`src/rtl/dyn_reconf_regfile.sv`:
```
// DRP register file for PLL/MMCM models: a window of registers behind a
// DEN/DRDY handshake with programmable completion latency.
module dyn_reconf_regfile #(
    parameter int                    ADDR_WIDTH = 7,
    parameter int                    DATA_WIDTH = 16,
    parameter logic [ADDR_WIDTH-1:0] BASE_ADDR  = 7'h06,
    parameter int                    NUM_REGS   = 17,
    parameter int                    LATENCY    = 3,
    parameter logic [DATA_WIDTH-1:0] RESET_VAL  = '0
) (
    input  logic                           DCLK,
    input  logic                           RST,
    input  logic                           PWRDWN,
    input  logic [ADDR_WIDTH-1:0]          DADDR,
    input  logic                           DEN,
    input  logic                           DWE,
    input  logic [DATA_WIDTH-1:0]          DI,
    output logic [DATA_WIDTH-1:0]          DO,
    output logic                           DRDY,
    output logic                           DERR,
    output logic                           DBUSY,
    output logic [NUM_REGS*DATA_WIDTH-1:0] CFG,
    output logic                           CFG_UPDATE
);

    typedef enum logic {
        IDLE = 1'b0,
        BUSY = 1'b1
    } state_t;

    localparam int AW1 = ADDR_WIDTH + 1;
    // One extra bit so BASE_ADDR+NUM_REGS cannot wrap into the address range.
    localparam logic [ADDR_WIDTH:0] ADDR_LO  = {1'b0, BASE_ADDR};
    localparam logic [ADDR_WIDTH:0] ADDR_HI  = ADDR_LO + AW1'(NUM_REGS);
    localparam logic [3:0]          CNT_INIT = 4'(LATENCY - 1);

    state_t                          state_q, state_d;
    logic [3:0]                      cnt_q, cnt_d;
    logic [ADDR_WIDTH-1:0]           addr_q, addr_d;
    logic                            we_q, we_d;
    logic [DATA_WIDTH-1:0]           wdata_q, wdata_d;
    logic [DATA_WIDTH-1:0]           do_q, do_d;
    logic                            drdy_q, drdy_d;
    logic                            derr_q, derr_d;
    logic                            upd_q, upd_d;
    logic [NUM_REGS*DATA_WIDTH-1:0]  cfg_q, cfg_d;

    logic [ADDR_WIDTH:0]             addr_ext;
    logic                            addr_valid;
    logic [DATA_WIDTH-1:0]           rd_data;

    assign addr_ext   = {1'b0, addr_q};
    assign addr_valid = (addr_ext >= ADDR_LO) && (addr_ext < ADDR_HI);

    always_comb begin
        rd_data = '0;
        for (int i = 0; i < NUM_REGS; i++) begin
            if (addr_ext == ADDR_LO + AW1'(i)) begin
                rd_data = cfg_q[i*DATA_WIDTH +: DATA_WIDTH];
            end
        end
    end

    always_comb begin
        // NOTE: every variable gets a default before any branch, so no path can infer a latch.
        state_d = state_q;
        cnt_d   = cnt_q;
        addr_d  = addr_q;
        we_d    = we_q;
        wdata_d = wdata_q;
        do_d    = do_q;
        drdy_d  = 1'b0;
        derr_d  = 1'b0;
        upd_d   = 1'b0;
        cfg_d   = cfg_q;

        unique case (state_q)
            IDLE: begin
                if (DEN && !PWRDWN) begin
                    addr_d  = DADDR;
                    we_d    = DWE;
                    wdata_d = DI;
                    cnt_d   = CNT_INIT;
                    state_d = BUSY;
                end
            end
            BUSY: begin
                if (PWRDWN) begin
                    state_d = IDLE;
                end else if (cnt_q == 4'd0) begin
                    state_d = IDLE;
                    drdy_d  = 1'b1;
                    if (!addr_valid) begin
                        derr_d = 1'b1;
                        do_d   = '0;
                    end else if (we_q) begin
                        do_d  = '0;
                        upd_d = 1'b1;
                        for (int i = 0; i < NUM_REGS; i++) begin
                            if (addr_ext == ADDR_LO + AW1'(i)) begin
                                cfg_d[i*DATA_WIDTH +: DATA_WIDTH] = wdata_q;
                            end
                        end
                    end else begin
                        do_d = rd_data;
                    end
                end else begin
                    cnt_d = cnt_q - 4'd1;
                end
            end
            default: state_d = IDLE;
        endcase
    end

    // NOTE: sequential state uses non-blocking assignments so all registers update together.
    always_ff @(posedge DCLK or posedge RST) begin
        if (RST) begin
            state_q <= IDLE;
            cnt_q   <= '0;
            addr_q  <= '0;
            we_q    <= 1'b0;
            wdata_q <= '0;
            do_q    <= '0;
            drdy_q  <= 1'b0;
            derr_q  <= 1'b0;
            upd_q   <= 1'b0;
            cfg_q   <= {NUM_REGS{RESET_VAL}};
        end else begin
            state_q <= state_d;
            cnt_q   <= cnt_d;
            addr_q  <= addr_d;
            we_q    <= we_d;
            wdata_q <= wdata_d;
            do_q    <= do_d;
            drdy_q  <= drdy_d;
            derr_q  <= derr_d;
            upd_q   <= upd_d;
            cfg_q   <= cfg_d;
        end
    end

    assign DO         = do_q;
    assign DRDY       = drdy_q;
    assign DERR       = derr_q;
    assign DBUSY      = (state_q == BUSY);
    assign CFG        = cfg_q;
    assign CFG_UPDATE = upd_q;

endmodule

```
`config.mk`:
```
export PLATFORM = sky130hd
export DESIGN_NAME = dyn_reconf_regfile
export DESIGN_NICKNAME = d
export VERILOG_FILES = /design/src/rtl/dyn_reconf_regfile.sv
export SDC_FILE = /design/constraint.sdc
export NUM_CORES = 1
export LEC_CHECK = 0
export BUFFER_PORTS_ARGS = -buffer_cell sky130_fd_sc_hd__clkbuf_2
export CAP_MARGIN = 25
export CELL_PAD_IN_SITES_DETAIL_PLACEMENT = 1
export CELL_PAD_IN_SITES_GLOBAL_PLACEMENT = 2
export CORE_ASPECT_RATIO = 0.5
export CORE_MARGIN = 2
export CORE_UTILIZATION = 37
export DETAILED_ROUTE_END_ITERATION = 16
export PLACE_DENSITY_LB_ADDON = 0.3
export SYNTH_ARGS = -nofsm -noshare
export SYNTH_HDL_FRONTEND = slang
export SYNTH_SLANG_ARGS = --single-unit
```
`constraint.sdc`:
```
create_clock -name DCLK -period 12.4 [get_ports DCLK]
set_input_delay 1.24 -clock DCLK [delete_from_list [all_inputs] [get_ports DCLK]]
set_output_delay 1.24 -clock DCLK [all_outputs]
set_load 0.03 [all_outputs]
```
==> out/summary.txt, run 1 <==
Measured slew at the worst slew-check pin -> 1120 ps
Yosys warning count -> 0
Global-route wire length before repair -> 89.2 mm
Combined flip-flop and latch cell area -> 8010 sq um
Detail-routed net length per standard cell -> 29.3 microns
Port buffer count -> 319
Pwr dens -> 135 nW/um^2
Initial Util -> 37.9%
Most frequent cells in the layout -> clkbuf_2, dfrtp_1, mux2_2, nand2_1, o21ai_0
Lkg Pwr -> 9.27 nW
Number of placement rows -> 52
Die Footprint -> 43700 sq um
Post-Synthesis Cells -> 1234
Count of final max-slew check failures -> 0
Final cycle utilization of the critical path -> 36.7%
Synth Cell Area -> 15500 sq um
Setup violation total in the final timing report -> 0
Number of CTS-inserted buffers -> 31
Filler Cell Count -> 4358
Critical path startpoint -> addr_q[1]
CP Max Fanout -> 58
Number of top-level design ports -> 320
Die Span X -> 294 microns
Hold-fix buffers at CTS -> 0
Maximum number of pins on one net before global-route repair -> 125
Die span in y -> 149 microns
Remaining antenna violation count after routing -> 0
Max Freq -> 220 MHz
Final TNS setup -> 0 ps
First-iteration detailed-routing DRC count -> 976
Number of flops mapped to enable cells by yosys -> 0
Leading cell type in the layout, fill and taps excluded -> clkbuf_2
Final HPWL DP -> 43.8 mm
Post-cts resize count -> 0
Async S/R FF share, synth -> 100%
Core Box Area -> 40900 sq um
Vias per cell -> 5.89
Number of synthesized register bits -> 320
Crit Path Class -> reg -> reg
Endpoint required time on the critical path -> 12850 ps
Hold Vio Cnt, Final -> 0
Number of design rule violations left after detail routing -> 0
Share of the core filled with cells in the final layout -> 45.5%
Post-CTS setup buffers -> 0
Result of the run -> finished clean
Syn nets -> 1264
Layout cells sized above 1 -> 49.2%
Hold/Removal Path Class -> reg -> reg
Final Skew -> 10.3 ps
Clock-pin slew reported for the worst setup and hold paths after clock tree synthesis -> 60 ps
Most used flip-flop cell after synthesis -> dfrtp_1
Routed via count -> 12300
Final Net Count -> 1551
Clock period minus worst slack -> 4560 ps
Clock H-tree levels -> 1
CTS sink count -> 320
Initial DRT Pass Iterations -> 5
Number of antenna violations at the first check in global routing -> 1
Worst Path Arrival -> 5010 ps
Via count of the first global-routing pass -> 13200
Seq/Total Area, Yosys -> 51.6%
Number of library cell types mapped by synthesis -> 83
Unrepaired setup endpoints after global routing -> false
Root buffer cell -> clkbuf_16
Clock insertion delay at the later pin of the skew report -> 580 ps
Multi-input combinational cell area -> 6960 sq um
Overflow after GRT -> 0
Average footprint of a synthesized cell -> 12.6 sq um
CTS tree -> yes
Startpoint of the worst hold path -> DO[0]
GP Congestion -> 0.881
Worst ir drop on vdd -> 0.0818 mV
Critical R2R Launch -> addr_q[1]
Worst-case clock buffer depth -> 3
Area growth from synthesis to final layout -> 20.0%
Max capacitance violation total -> 0
Relative slew slack -> 25.3%
Sort of element at the end of the critical path -> register
CP Launch Type -> register
Detailed-route wire length -> 61.1 mm
Global-route usage over all layers -> 27.6%
-- report_power, final --
group	internal (mW)	leakage [nW]	switching (mW)	total, mW
clock	0.583	0.533	0.433	1.02
combinational	0.0980	4.33	0.227	0.325
sequential	1.07	4.41	0.108	1.17
-- worst max-delay path: stages (launching register included) --
cell     delay (ps)
dfrtp_2         760
buf_4           690
and2_1          360
o311a_1         230
nand3_2         720
nor3_4         1180
mux2_2          430
-- final cells by class --
type / instances / share of cell area, %
Timing Repair Buffer: 350 / 9.94
Inverter: 14 / 0.322
Tap cell: 540 / 3.63
Clock buffer: 42 / 4.76
Multi-Input combinational cell: 804 / 37.3
Sequential cell: 320 / 43.0
Antenna cell: 1 / 0.0134
Clock inverter: 15 / 0.974
-- metal layers --
layer	part of all wire [%]	GRT usage, %	vias up
met3	6.9	6.44	105
met5	0	0	-
met4	3.3	9.11	0
li1	-	-	5160
met1	42	35.4	6571
met2	48	46.1	444
-- metrics by stage --
step | std cells | cell area [sq um] | total power, mW | hold slack [ps] | worst slack [ps]
floorplan | 1234 | 15500 | 1.36 | 462 | 2300
global placement | 2024 | 17500 | 1.50 | 479 | 8020
detailed placement | 2025 | 17500 | 1.51 | 479 | 7910
CTS | 2082 | 18600 | 2.52 | 494 | 7890
global route | 2085 | 18600 | 2.60 | 518 | 7760
finish | 2086 | 18600 | 2.51 | 494 | 7840
-- worst paths after layout --
path / to / slack (ps) / cells after the start
worst max-delay path: CFG[120] / 7840 / 6
worst min-delay path: DO[0] / 490 / 2
worst max register to register: CFG[120] / 7840 / 6
worst min register to register: DO[0] / 490 / 2
max in group asynchronous: addr_q[0] / 9130 / 4
min in group asynchronous: CFG[213] / 780 / 2
-- state kept, by name, summed over array words and instances (netlist names) --
register,cells
CFG,272
DO,16
wdata_q,16
addr_q,7
cnt_q,4
CFG_UPDATE,1
DBUSY,1
DERR,1
DRDY,1
we_q,1
-- kinds of logic after synthesis --
| kind of cell | after synthesis | synth area share (%) |
|---|---|---|
| AO/OA/AOI/OAI | 235 | 10.4 |
| XOR/XNOR | 2 | 0.113 |
| adder cells (fa/ha/maj) | 2 | 0.161 |
| buffers and inverters | 110 | 3.73 |
| flip-flops | 320 | 51.6 |
| multiplexers | 337 | 25.1 |
| AND/OR/NAND/NOR | 228 | 8.95 |
-- synthesized netlist by cell type (all sizes together) (9+ instances only) --
master  number  share of area (%)
nor3        23                1.5
o22ai       14               0.56
nand2       53                1.3
nor2        56                1.6
o221ai       9               0.51
inv         14               0.34
a22oi       13               0.63
nor2b       15               0.62
dfrtp      320                 52
a211oi      11               0.56
o21ai       52                1.7
a31oi       11               0.44
a221oi      10               0.56
buf         74                2.9
mux2       307                 23
clkbuf      22               0.53
a21oi       45                1.5
mux2i       22                1.4
nand3       26               0.87
Note: power is estimated with default switching activity, not from simulation.
==> inputs of run 2 (changes only) <==
--- a/config.mk
+++ b/config.mk
@@ -5,13 +5,14 @@
 export SDC_FILE = /design/constraint.sdc
 export NUM_CORES = 1
 export LEC_CHECK = 0
+export ABC_AREA = 1
 export BUFFER_PORTS_ARGS = -buffer_cell sky130_fd_sc_hd__clkbuf_2
 export CAP_MARGIN = 25
 export CELL_PAD_IN_SITES_DETAIL_PLACEMENT = 1
 export CELL_PAD_IN_SITES_GLOBAL_PLACEMENT = 2
 export CORE_ASPECT_RATIO = 0.5
 export CORE_MARGIN = 2
-export CORE_UTILIZATION = 37
+export CORE_UTILIZATION = 31
 export DETAILED_ROUTE_END_ITERATION = 16
 export PLACE_DENSITY_LB_ADDON = 0.3
 export SYNTH_ARGS = -nofsm -noshare
==> constraint.sdc (replaced) <==
create_clock -name DCLK -period 4.3 [get_ports DCLK]
set_input_delay 0.43 -clock DCLK [delete_from_list [all_inputs] [get_ports DCLK]]
set_output_delay 0.43 -clock DCLK [all_outputs]
set_load 0.03 [all_outputs]
==> run 2 against run 1 <==
  * Clock power rose to 3.2 times the previous value
  * Sequential power rose to 2.7 times the previous value
  * Hold slack worse by 400 ps
  * Global-route usage down 2.8 points
  * Total power rose to 3.0 times the previous value
  * Combinational power rose to 3.2 times the previous value
  * First-iteration DRC count up 4.4%
  * Sequential share of layout area up 2.6 points
  * Critical path type unchanged
  * Register-to-register slack worse by 6700 ps
  * Area after synthesis down 9.4%
  * Worst setup slack worse by 6700 ps
  * Final cell count up 26%
==> out/summary.txt, run 2 <==
Cell types with the highest counts after synthesis -> nand2_1, dfrtp_1, o21ai_0
Endpoint required time on the critical path -> 4730 ps
Diodes inserted -> 0
Library cell with the largest summed area after synthesis -> dfrtp_1
CP Max Fanout -> 25
Initial DRT Pass Iterations -> 5
Final setup slack of the worst path -> 1120 ps
Crit Path Class -> reg -> reg
Seq/Total Area, Yosys -> 56.9%
Number of placement rows -> 55
Number of flip-flops under the largest register name -> 272
Initial Util -> 31.3%
Root buffer cell -> clkbuf_16
CP Launch Type -> register
Average footprint of a synthesized cell -> 8.22 sq um
Total chip power -> 7.46 mW
Worst slack at placement -> 1200 ps
Number of antenna violations at the first check in global routing -> 1
Clock H-tree levels -> 2
Port buffer count -> 319
Final Skew -> 23.3 ps
Net switching power figure -> 2.20 mW
Part of the total power dissipated in sequential elements -> 42.2%
Post-CTS setup buffers -> 0
Detailed-route wire length -> 59.6 mm
Area growth from synthesis to final layout -> 24.8%
Dominant cells by area after synthesis -> dfrtp_1, nand2_1, o21ai_0
Clock insertion delay at the later pin of the skew report -> 540 ps
Maximum number of pins on one net before global-route repair -> 90
Worst ir drop on vdd -> 0.214 mV
Global-route usage over all layers -> 24.8%
List of cells traversed by the critical path -> inv_1 -> nand2_1 -> inv_2 -> nand2_1 -> nor2_1 -> nor2_1 -> nand4_1 -> nand2_1 -> nand4_1 -> nor3_1 -> nand4_1 -> nand2_1 -> nand2_1
Die Span X -> 305 microns
Combinational share of power -> 14.1%
CTS sink count -> 320
Fraction of synthesized cell area taken by the top area cell type -> 56.9%
Yosys warning count -> 0
Vias per cell -> 4.97
Via count of the first global-routing pass -> 12600
Max Freq -> 315 MHz
CTS tree -> yes
Hold-fix buffers at CTS -> 0
Maximum single-stage delay on the critical path -> 420 ps
Post-cts resize count -> 0
Share of the core filled with cells in the final layout -> 39.0%
Die Footprint -> 47200 sq um
Worst-case clock buffer depth -> 3
Sort of element at the end of the critical path -> register
Count of final max-slew check failures -> 0
Top-count cell post-synth -> nand2_1
Remaining antenna violation count after routing -> 0
Fraction of power spent switching nets -> 29.6%
Number of flops mapped to enable cells by yosys -> 0
Final non-filler cell area -> 17600 sq um
Clock-pin slew reported for the worst setup and hold paths after clock tree synthesis -> 70 ps
Area after DPL -> 16300 sq um
Number of CTS-inserted buffers -> 34
Leading cell type in the layout, fill and taps excluded -> nand2_1
Most used flip-flop cell after synthesis -> dfrtp_1
Final Net Count -> 2026
Final HPWL DP -> 42.9 mm
First-iteration detailed-routing DRC count -> 1019
Layout cells sized above 1 -> 22.5%
Number of synthesized register bits -> 320
Highest-delay cell along the critical path -> nand2_1
Unrepaired setup endpoints after global routing -> false
Clk pwr share -> 43.7%
Hold Vio Cnt, Final -> 0
Global-route wire length before repair -> 86.1 mm
Measured slew at the worst slew-check pin -> 1090 ps
Relative slew slack -> 27.5%
Most frequent cells in the layout -> nand2_1, dfrtp_1, clkbuf_2, o21ai_0, inv_1
Worst Path Arrival -> 3610 ps
Detail-routed net length per standard cell -> 22.8 microns
GP Congestion -> 0.815
Number of library cell types mapped by synthesis -> 32
Internal power component -> 5.25 mW
Pwr dens -> 425 nW/um^2
Clock period minus worst slack -> 3180 ps
Die span in y -> 155 microns
Number of design rule violations left after detail routing -> 0
Syn nets -> 1742
Post-Synthesis Cells -> 1712
Critical path's most frequent cell -> nand2_1
Overflow after GRT -> 0
Routed via count -> 13000
Async S/R FF share, synth -> 100%
Result of the run -> finished clean
Lkg Pwr -> 8.83 nW
Number of top-level design ports -> 320
Final cycle utilization of the critical path -> 73.9%
Synth Cell Area -> 14100 sq um
Max capacitance violation total -> 0
Core Box Area -> 45000 sq um
Setup violation total in the final timing report -> 0
Hold/Removal Path Class -> in -> async
==> run 2: cell type report <==
class / instances / area [sq um]
Fill cell: 5491 / 27500
Clock inverter: 10 / 156
Clock buffer: 51 / 1070
Timing Repair Buffer: 346 / 1940
Inverter: 110 / 417
Multi-Input combinational cell: 1184 / 5220
Tap cell: 598 / 748
Sequential cell: 320 / 8010
==> run 2: power by group through the flow <==
stage | clock, mW | combinational, mW | sequential, mW
floorplan | 0 | 0.460 | 3.22
global placement | 0 | 0.949 | 3.20
detailed placement | 0 | 0.997 | 3.21
CTS | 3.32 | 1.00 | 3.15
global route | 3.45 | 1.12 | 3.16
finish | 3.26 | 1.05 | 3.15
==> run 2: critical path, delay by kind of cell, from the launching register on <==
| kind | cells | cell delay (ps) |
|---|---|---|
| AND/OR/NAND/NOR | 11 | 2340 |
| flip-flops | 1 | 320 |
| buffers and inverters | 2 | 400 |
==> run 2: cell families (layout without fill, tap and decap cells) <==
logic type      Yosys count  in the layout  share of synthesized area, %
compound gates          327            327                          11.8
fa+ha+maj                 2              2                         0.178
buf+inv                 208            517                          6.07
flops                   320            320                          56.9
simple gates            855            855                          25.1
==> run 2: per-stage QoR <==
| stage | cells | hold WS (ps) | setup TNS (ps) |
|---|---|---|---|
| 2_1_floorplan | 1712 | 457 | -126980 |
| 3_3_place_gp | 2551 | 463 | 0 |
| 3_5_place_dp | 2554 | 469 | 0 |
| 4_1_cts | 2615 | 93.7 | 0 |
| 5_1_grt | 2619 | 100 | 0 |
| 6_report | 2619 | 95.1 | 0 |
==> run 2: routing by layer <==
layer  share of wire, %  track usage [%]  routed length [microns]  vias up
met5                  0                0                        0        -
met4                1.8             5.18                     1060        0
met3                5.2             4.62                     3110       61
met2                 46             39.4                    27400      339
met1                 47             35.3                    28100     6570
li1                   -                -                        -     6042
==> run 2: worst paths after layout <==
kind	endpoint	from	cells after the start	slack [ps]
max in group asynchronous	cnt_q[1]	RST	3	3210
setup reg to reg	DO[15]	addr_q[4]	13	1120
hold reg to reg	DO[11]	DO[11]	2	480
min in group DCLK	wdata_q[0]	DI[0]	3	110
hold / removal	CFG[12]	RST	2	100
setup / recovery	DO[15]	addr_q[4]	13	1120
==> inputs of run 3 (changes only) <==
==> constraint.sdc (replaced) <==
create_clock -name DCLK -period 3.1 [get_ports DCLK]
set_input_delay 0.31 -clock DCLK [delete_from_list [all_inputs] [get_ports DCLK]]
set_output_delay 0.31 -clock DCLK [all_outputs]
set_load 0.03 [all_outputs]
==> run 3 against run 2 <==
  * Count of clock-buffer cells in the layout decreased by 1
  * Register-to-register slack got worse by 880 ps
  * Global-route usage increased by 0.86 points
  * First-iteration DRC count increased by 16%
  * Hold slack got worse by 83 ps
  * Final cell count increased by 1.0%
  * Clock power increased by 40%
  * Cell area increased by 1.4%
  * Sequential cell count unchanged
  * Combinational power increased by 39%
  * Via count about the same
  * Worst setup slack got worse by 880 ps
  * Largest cell class unchanged
  * Largest power group unchanged
  * Highest routed layer unchanged
==> out/summary.txt, run 3 (synthesized netlist as in run 2, its figures left out) <==
Result of the run -> finished clean
Critical path startpoint -> addr_q[4]
Detail-routed net length per standard cell -> 23.0 microns
Clock insertion delay at the later pin of the skew report -> 530 ps
Initial Util -> 31.3%
Number of antenna violations at the first check in global routing -> 2
Routed via count -> 13000
Global-route usage over all layers -> 25.6%
Capturing instance or port of the critical path -> DO[15]
List of cells traversed by the critical path -> inv_1 -> nand2_1 -> inv_2 -> nand2_2 -> nor2_1 -> nor2_1 -> nand4_1 -> nand2_1 -> nand4_1 -> nor3_1 -> nand4_1 -> nand2_1 -> nand2_1
Critical R2R Launch -> addr_q[4]
CP Launch Type -> register
Core Box Area -> 45000 sq um
Final Net Count -> 2052
Final non-filler cell area -> 17800 sq um
Lkg Pwr -> 8.94 nW
CTS tree -> yes
Worst-case clock buffer depth -> 3
Max capacitance violation total -> 0
Crit Path Class -> reg -> reg
Die Span X -> 305 microns
Number of design rule violations left after detail routing -> 0
Detailed-route wire length -> 60.8 mm
Area after DPL -> 16400 sq um
Fraction of power spent switching nets -> 29.4%
Filler Cell Count -> 5425
Post-CTS setup buffers -> 0
Port buffer count -> 319
Final cycle utilization of the critical path -> 92.2%
Via count of the first global-routing pass -> 12900
Initial DRT Pass Iterations -> 5
Die span in y -> 155 microns
Share of the core filled with cells in the final layout -> 39.5%
Sort of element at the end of the critical path -> register
Hold/Removal Path Class -> in -> reg
Worst ir drop on vdd -> 0.292 mV
Leading cell type in the layout, fill and taps excluded -> nand2_1
Clock-pin slew reported for the worst setup and hold paths after clock tree synthesis -> 60 ps
Total chip power -> 10.4 mW
Most frequent cells in the layout -> nand2_1, dfrtp_1, clkbuf_2, o21ai_0, inv_1
Area growth from synthesis to final layout -> 26.4%
Layout cells sized above 1 -> 22.9%
Critical R2R Capture -> DO[15]
Final Skew -> 10.1 ps
Die Footprint -> 47200 sq um
Highest-delay cell along the critical path -> dfrtp_1
Cells on worst reg2reg path -> 13
Final setup slack of the worst path -> 240 ps
Global-route wire length before repair -> 89.1 mm
Relative slew slack -> 28.0%
Hold Vio Cnt, Final -> 0
Maximum single-stage delay on the critical path -> 320 ps
Combinational share of power -> 14.1%
First-iteration detailed-routing DRC count -> 1184
Number of CTS-inserted buffers -> 34
Endpoint required time on the critical path -> 3530 ps
Vias per cell -> 4.92
Count of final max-slew check failures -> 0
Diodes inserted -> 0
Net switching power figure -> 3.06 mW
Setup violation total in the final timing report -> 0
Clock period minus worst slack -> 2860 ps
GP Congestion -> 0.885
Root buffer cell -> clkbuf_16
CP Max Fanout -> 25
Internal power component -> 7.35 mW
CTS sink count -> 320
Maximum number of pins on one net before global-route repair -> 82
Final TNS setup -> 0 ps
Unrepaired setup endpoints after global routing -> false
Pwr dens -> 585 nW/um^2
Worst slack at placement -> 109 ps
Clk pwr share -> 43.9%
Number of placement rows -> 55
Final HPWL DP -> 44.2 mm
Overflow after GRT -> 0
Clock H-tree levels -> 2
Number of top-level design ports -> 320
Number of flip-flops under the largest register name -> 272
Worst Path Arrival -> 3290 ps
Part of the total power dissipated in sequential elements -> 42.0%
Measured slew at the worst slew-check pin -> 1080 ps
Max Freq -> 350 MHz
Flop2flop setup slack -> 240 ps
Remaining antenna violation count after routing -> 0
Critical path's most frequent cell -> nand2_1
## run 3: cell types whose count changed in the layout (fill, tap and decap cells not counted), moves of 2 or more
cell / change
clkbuf_8: -6
buf_4: +16
buf_8: -3
clkinv_2: +2
dlygate4sd3_1: +12
clkbuf_16: +2
clkbuf_1: +3
## run 3: power groups by stage
stage               Combinational (mW)  Sequential [mW]  Clock, mW
floorplan                        0.638             4.47          0
global placement                  1.34             4.44          0
detailed placement                1.40             4.45          0
CTS                               1.42             4.37       4.62
global route                      1.57             4.38       4.81
finish                            1.46             4.37       4.57
## run 3: routing by layer
layer	vias up	global-route usage [%]	share of wire (%)	wire (microns)
met5	-	0	0	0
met4	0	5.86	2.0	1220
met3	65	4.78	5.5	3350
met2	334	40.6	46	27800
met1	6490	36.5	47	28400
li1	6125	-	-	-
## run 3: area by class of cell
type | count | area [sq um] | area share (%)
Clock buffer | 50 | 1040 | 5.87
Clock inverter | 12 | 188 | 1.05
Inverter | 110 | 420 | 2.36
Multi-Input combinational cell | 1184 | 5220 | 29.4
Sequential cell | 320 | 8010 | 45.0
Tap cell | 598 | 748 | 4.21
Timing Repair Buffer | 372 | 2160 | 12.2
## run 3: repair_timing
item / CTS / global route
hold buffers: 12 / 0
endpoints found under the setup margin: 0 / 5
endpoints found under the hold margin: 26 / 0
gates resized for setup: 0 / 3
## run 3: worst max-delay path: cells and delay by family, from the launching register on
kind / cells / cell delay, ps
flip-flops: 1 / 320
AND/OR/NAND/NOR: 11 / 2060
buffers and inverters: 2 / 370
## run 3: worst min path at each step
stage / start / endpoint / depth (start not counted)
after floorplan: DWE / we_q / 2
after global placement: RST / CFG[7] / 2
after detailed placement: RST / CFG[7] / 2
after CTS: DI[1] / wdata_q[1] / 3
after global routing: DI[0] / wdata_q[0] / 3
final: DI[1] / wdata_q[1] / 3
## run 3: per-stage QoR
stage | hold WS [ps] | cells
floorplan | 427 | 1712
global placement | 384 | 2567
detailed placement | 387 | 2570
CTS | 2.88 | 2644
global route | 4.70 | 2646
finish | 11.7 | 2646
